`src/rtl/cpu_fch_s.sv`:
```
// ---------------------------------------------------------------------------
// cpu_fch_s : instruction fetch stage of the Selen core pipeline.
//
// Holds the program counter and fetches one word at a time from the level 1
// instruction cache. Only one request is outstanding at a time. Fetched words
// go to decode through the fetch/decode register, together with their PC and
// PC+4. When decode does not accept, one response waits in a skid buffer.
// Generated NOPs (flagged by nop_gen) fill the register on misses, stalls and
// flushes.
//
// Parameters
//   RESET_PC            first PC fetched after reset (bits [1:0] must be 0)
//   NOP_INST            instruction word handed to decode when nothing valid
//
// Ports
//   clk                 system clock, rising edge
//   rst                 synchronous active-high reset
//   fch_enb             fetch/decode register load enable (decode accepts)
//   fch_kill            flush; refetch from fch_pc_redirect
//   fch_pc_redirect     redirect target, bits [1:0] ignored
//   fch_il1_req         request to IL1, held until ack
//   fch_il1_addr        request word address
//   fch_il1_ack         one-cycle response strobe
//   fch_il1_rdata       instruction word, valid with ack
//   fch_stall           no instruction available for decode this cycle
//   fch_inst_out_reg    instruction to decode
//   fch_pc_out_reg      PC of fch_inst_out_reg
//   fch_pc_4_out_reg    PC+4 of fch_inst_out_reg
//   fch_nop_gen_out_reg output register holds a generated NOP
// ---------------------------------------------------------------------------
module cpu_fch_s #(
  parameter logic [31:0] RESET_PC = 32'h0000_0000,
  parameter logic [31:0] NOP_INST = 32'h0000_0013
) (
  input  logic        clk,
  input  logic        rst,
  input  logic        fch_enb,
  input  logic        fch_kill,
  input  logic [31:0] fch_pc_redirect,
  output logic        fch_il1_req,
  output logic [31:0] fch_il1_addr,
  input  logic        fch_il1_ack,
  input  logic [31:0] fch_il1_rdata,
  output logic        fch_stall,
  output logic [31:0] fch_inst_out_reg,
  output logic [31:0] fch_pc_out_reg,
  output logic [31:0] fch_pc_4_out_reg,
  output logic        fch_nop_gen_out_reg
);

  // REQ : request outstanding at pc_q (or about to be issued)
  // HOLD: a response sits in the skid buffer waiting for decode
  // DROP: a killed request is still in flight; its data will be thrown away
  typedef enum logic [1:0] {
    ST_REQ  = 2'd0,
    ST_HOLD = 2'd1,
    ST_DROP = 2'd2
  } state_e;

  state_e      state_q, state_d;
  logic [31:0] pc_q, pc_d;
  logic [31:0] target_q, target_d;
  logic [31:0] buf_inst_q, buf_inst_d;
  logic [31:0] buf_pc_q, buf_pc_d;
  logic [31:0] inst_q, inst_d;
  logic [31:0] pc_out_q, pc_out_d;
  logic [31:0] pc4_out_q, pc4_out_d;
  logic        nop_q, nop_d;

  logic        avail;
  logic [31:0] avail_inst;
  logic [31:0] avail_pc;
  logic [31:0] redirect_pc;

  // Low address bits of the redirect target are forced to zero.
  assign redirect_pc = fch_pc_redirect & ~32'h0000_0003;

  // An instruction can be handed to decode either straight from the cache
  // response or from the skid buffer. A response arriving in DROP belongs to
  // a killed request and never counts.
  assign avail      = ((state_q == ST_REQ) && fch_il1_ack) || (state_q == ST_HOLD);
  assign avail_inst = (state_q == ST_HOLD) ? buf_inst_q : fch_il1_rdata;
  assign avail_pc   = (state_q == ST_HOLD) ? buf_pc_q   : pc_q;

  // In DROP pc_q still holds the address of the abandoned request, so the
  // address stays stable until its ack arrives.
  assign fch_il1_req  = !rst && ((state_q == ST_REQ) || (state_q == ST_DROP));
  assign fch_il1_addr = pc_q;
  assign fch_stall    = !avail;

  assign fch_inst_out_reg    = inst_q;
  assign fch_pc_out_reg      = pc_out_q;
  assign fch_pc_4_out_reg    = pc4_out_q;
  assign fch_nop_gen_out_reg = nop_q;

  // Next-state logic: kill overrides everything, otherwise the fetch state
  // machine advances and the output register loads when decode accepts.
  always_comb begin
    state_d    = state_q;
    pc_d       = pc_q;
    target_d   = target_q;
    buf_inst_d = buf_inst_q;
    buf_pc_d   = buf_pc_q;
    inst_d     = inst_q;
    pc_out_d   = pc_out_q;
    pc4_out_d  = pc4_out_q;
    nop_d      = nop_q;

    if (fch_kill) begin
      inst_d    = NOP_INST;
      pc_out_d  = 32'h0000_0000;
      pc4_out_d = 32'h0000_0000;
      nop_d     = 1'b1;
      case (state_q)
        ST_REQ: begin
          if (fch_il1_ack) begin
            pc_d    = redirect_pc;
            state_d = ST_REQ;
          end else begin
            target_d = redirect_pc;
            state_d  = ST_DROP;
          end
        end
        ST_HOLD: begin
          pc_d    = redirect_pc;
          state_d = ST_REQ;
        end
        ST_DROP: begin
          if (fch_il1_ack) begin
            pc_d    = redirect_pc;
            state_d = ST_REQ;
          end else begin
            target_d = redirect_pc;
          end
        end
        default: begin
          pc_d    = redirect_pc;
          state_d = ST_REQ;
        end
      endcase
    end else begin
      case (state_q)
        ST_REQ: begin
          if (fch_il1_ack) begin
            pc_d = pc_q + 32'd4;
            if (!fch_enb) begin
              buf_inst_d = fch_il1_rdata;
              buf_pc_d   = pc_q;
              state_d    = ST_HOLD;
            end
          end
        end
        ST_HOLD: begin
          if (fch_enb) begin
            state_d = ST_REQ;
          end
        end
        ST_DROP: begin
          if (fch_il1_ack) begin
            pc_d    = target_q;
            state_d = ST_REQ;
          end
        end
        default: begin
          state_d = ST_REQ;
        end
      endcase

      // With nothing available the PC fields keep their last values so
      // decode still sees a sensible PC alongside the bubble.
      if (fch_enb) begin
        if (avail) begin
          inst_d    = avail_inst;
          pc_out_d  = avail_pc;
          pc4_out_d = avail_pc + 32'd4;
          nop_d     = 1'b0;
        end else begin
          inst_d = NOP_INST;
          nop_d  = 1'b1;
        end
      end
    end
  end

  // State registers with synchronous reset.
  always_ff @(posedge clk) begin
    if (rst) begin
      state_q    <= ST_REQ;
      pc_q       <= RESET_PC;
      target_q   <= 32'h0000_0000;
      buf_inst_q <= 32'h0000_0000;
      buf_pc_q   <= 32'h0000_0000;
      inst_q     <= NOP_INST;
      pc_out_q   <= 32'h0000_0000;
      pc4_out_q  <= 32'h0000_0000;
      nop_q      <= 1'b1;
    end else begin
      state_q    <= state_d;
      pc_q       <= pc_d;
      target_q   <= target_d;
      buf_inst_q <= buf_inst_d;
      buf_pc_q   <= buf_pc_d;
      inst_q     <= inst_d;
      pc_out_q   <= pc_out_d;
      pc4_out_q  <= pc4_out_d;
      nop_q      <= nop_d;
    end
  end

endmodule

```
`config.mk`:
```
export PLATFORM = sky130hd
export DESIGN_NAME = cpu_fch_s
export DESIGN_NICKNAME = d
export VERILOG_FILES = /design/src/rtl/cpu_fch_s.sv
export SDC_FILE = /design/constraint.sdc
export NUM_CORES = 1
export LEC_CHECK = 0
export BUFFER_PORTS_ARGS = -buffer_cell sky130_fd_sc_hd__buf_2
export CORE_ASPECT_RATIO = 1.4
export CORE_MARGIN = 2
export CORE_UTILIZATION = 55
export CTS_BUF_LIST = sky130_fd_sc_hd__clkbuf_16
export DETAILED_ROUTE_END_ITERATION = 8
export PLACE_DENSITY_LB_ADDON = 0.05
export SETUP_SLACK_MARGIN = 0.05
export SYNTH_ARGS = -nofsm -noshare
export SYNTH_HDL_FRONTEND = slang
export SYNTH_SLANG_ARGS = --single-unit
```
`constraint.sdc`:
```
create_clock -name clk -period 3.5 [get_ports clk]
set_clock_uncertainty 0.15 [all_clocks]
set_input_delay 1.05 -clock clk [delete_from_list [all_inputs] [get_ports clk]]
set_output_delay 1.05 -clock clk [all_outputs]
set_load 0.03 [all_outputs]
```
==> impl_metrics.json <==
{
  "drt_iter0_markers": 990,
  "outcome": "finished clean",
  "cp.required_ns": 2.30,
  "syn-mean-instance-area_um2": 7.48,
  "path_max_fanout": 6,
  "relSlewSlack": 0.402,
  "h-tree-depth": 1,
  "yosysWarningCount": 0,
  "hold_violations": 0,
  "post_cts_resized": 0,
  "numCtsBuffers": 22,
  "via_count": 10200,
  "fill_cells": 1682,
  "period_minus_slack_ns": 3.18,
  "antenna_found_initial": 0,
  "clockBufferDepth": 3,
  "power_density_nw_per_um2": 474,
  "cp-startpoint": "fch_il1_ack",
  "timing.fmax_mhz": 315,
  "yosys.area.top_type": "dfxtp_1",
  "area_growth_syn_to_layout_pct": 17.7,
  "seq_area_frac_synth": 0.416,
  "gr-total-overflow": 0,
  "yosysTopAreaCellShare": 0.416,
  "dieArea_um2": 20100,
  "antennaDiodeCount": 0,
  "insertion_delay_ns": 0.51,
  "core_area_um2": 18600,
  "cts-root-buf": "clkbuf_16",
  "post_cts_buffers": 0,
  "std_cell_rows": 59,
  "syn-instance-count": 1396,
  "initial_core_util": 0.561,
  "die_y_um": 167,
  "crit_path_end_kind": "output port",
  "worst_pin_slew_ns": 0.897,
  "grt_pass1_vias": 9292,
  "die_x_um": 120,
  "post-route-drc-count": 0,
  "worstPathArrival_ns": 1.98,
  "postLayoutCoreUtil": 0.660,
  "clk_pin_slew_ns": 0.06,
  "grt_max_degree": 83,
  "antenna_left": 0,
  "power_frac_clock": 0.422,
  "min_from": "fch_pc_4_out_reg[7]$_SDFFE_PP0P_",
  "r2r-start": "state_q[0]$_SDFFE_PP0P_",
  "multi_input_area_um2": 5590,
  "syn_area_um2": 10400,
  "globalplace.congestion": 0.869,
  "drt_wl_total_um": 29500,
  "wl_per_cell_um": 16.5,
  "final-seq-area_um2": 4340,
  "portBuffers": 191,
  "tns_ns": 0,
  "synthFlopType": "dfxtp_1",
  "seq_power_share": 0.455,
  "place_hpwl_um": 20000,
  "netlist-cell-type-count": 62,
  "p_int_mw": 4.26,
  "cts_sinks": 217,
  "vias_per_cell": 5.70,
  "first_pass_iters": 5,
  "synth-seq-cells": 217,
  "p_comb_frac": 0.124,
  "cap_violations": 0,
  "fin_nets": 1602,
  "holdBufCountCts": 0,
  "synth-edff-count": 0,
  "cts_tree": "built",
  "hp-class": "reg2reg",
  "gr-usage-all-layers": 0.288,
  "yosys-top-cells-area": "dfxtp_1 (42%), nand2_1 (13%), a21oi_1 (9.6%)",
  "rsz0062_at_grt": "false",
  "netSwitchingFraction": 0.269,
  "fin_crit_sh": 0.908,
  "slew_violations": 0,
  "io_pins": 200,
  "synthArstFlopShare": 0,
  "total_power_mw": 5.83,
  "p_leak_nw": 5.01,
  "grt_pass1_wl_um": 48200,
  "vdd_drop_max_uv": 363,
  "crit_type": "in2out",
  "setup-violations-final": 0,
  "layout-drive-gt1-share": 0.188,
  "p_sw_mw": 1.57,
  "start_kind": "input pin"
}
==> power groups by stage <==
stage / combinational (mW) / clock, mW / sequential (mW)
floorplan: 0.424 / 0 / 2.75
detailed placement: 0.718 / 0 / 2.70
finish: 0.722 / 2.46 / 2.65
global route: 0.792 / 2.58 / 2.66
global placement: 0.709 / 0 / 2.70
CTS: 0.721 / 2.49 / 2.65
==> logic make-up (layout without fill, tap and decap cells) <==
| logic type | Yosys count | in the layout | synth area share |
|---|---|---|---|
| compound gates | 331 | 331 | 0.185 |
| xor+xnor | 19 | 19 | 0.0159 |
| fa+ha+maj | 2 | 2 | 0.00240 |
| buf+inv | 127 | 272 | 0.0528 |
| flops | 217 | 217 | 0.416 |
| mux | 56 | 56 | 0.0572 |
| other cells | 1 | 6 | 0.000359 |
| simple gates | 643 | 643 | 0.270 |
==> area by class of cell <==
cell class / instances / share of cell area
Multi-Input combinational cell: 1057 / 0.455
Sequential cell: 217 / 0.354
Clock inverter: 16 / 0.0138
Clock buffer: 23 / 0.0468
Tap cell: 244 / 0.0248
Timing Repair Buffer: 228 / 0.105
Inverter: 5 / 0.00153
==> cell usage after synthesis (3+ instances only) <==
cell / instances
buf_6: 3
clkbuf_1: 85
o21ai_0: 35
xor2_1: 12
nand2b_1: 8
o22ai_1: 3
buf_2: 14
nor4_1: 8
nand3_1: 39
nor2b_1: 5
inv_1: 5
mux2i_1: 45
o31ai_1: 3
o311ai_0: 3
a311oi_1: 3
a31oi_1: 6
or3_1: 6
buf_4: 9
o211ai_1: 9
and3_1: 16
or2_2: 4
a21oi_1: 201
o211a_1: 3
mux2_2: 9
buf_1: 11
a211oi_1: 41
xnor2_1: 7
nor3_1: 35
a311o_1: 6
a32oi_1: 4
nand4_1: 20
nand2_1: 354
nor3b_1: 5
nor2_1: 124
and2_1: 3
dfxtp_1: 217
==> cell usage in the layout (no fill, tap or decap), types with 3 or more instances in the layout <==
master       n
nand2_1    354
dfxtp_1    217
a21oi_1    201
buf_2      190
nor2_1     122
mux2i_1     44
a211oi_1    41
nand3_1     38
nor3_1      35
o21ai_0     35
buf_4       34
clkbuf_16   23
nand4_1     20
and3_1      16
xor2_1      12
o211ai_1     9
mux2_2       9
inv_1        9
nor4_1       8
nand2b_1     8
xnor2_1      7
a311o_1      6
a31oi_1      6
conb_1       6
or3_1        5
nor3b_1      5
nor2b_1      5
or2_2        4
a32oi_1      4
bufinv_16    4
clkinv_2     4
clkinv_1     4
buf_12       4
and2_1       3
o211a_1      3
o311ai_0     3
a311oi_1     3
o31ai_1      3
o22ai_1      3
==> path summary, 6_finish.rpt <==
kind | cells after the start | to | slack (ns)
max | 4 | fch_stall | 0.32
min | 2 | fch_pc_4_out_reg[7]$_SDFFE_PP0P_ | 0.30
max reg2reg | 7 | fch_pc_4_out_reg[21]$_SDFFE_PP0P_ | 0.51
min reg2reg | 2 | fch_pc_4_out_reg[7]$_SDFFE_PP0P_ | 0.30
==> worst max-delay path, stage by stage <==
cell    delay, ns
buf_2        0.13
nor2_1       0.37
or2_2        0.23
buf_2        0.20
==> routing by layer <==
| layer | wire length [um] | GRT usage |
|---|---|---|
| met2 | 13300 | 0.450 |
| met4 | 968 | 0.105 |
| met3 | 1540 | 0.0274 |
| met1 | 13600 | 0.412 |
| met5 | 0 | 0 |
==> metrics by stage <==
stage          hold WS (ns)  setup WS, ns  instances  cell area (um2)
6_report              0.297         0.322       1790            12300
5_1_grt               0.318         0.275       1790            12300
4_1_cts               0.300         0.345       1790            12300
3_5_place_dp          0.293         0.343       1751            11500
3_3_place_gp          0.288         0.366       1751            11500
2_1_floorplan         0.282         0.331       1401            10500
(Power assumes the default switching activity.)
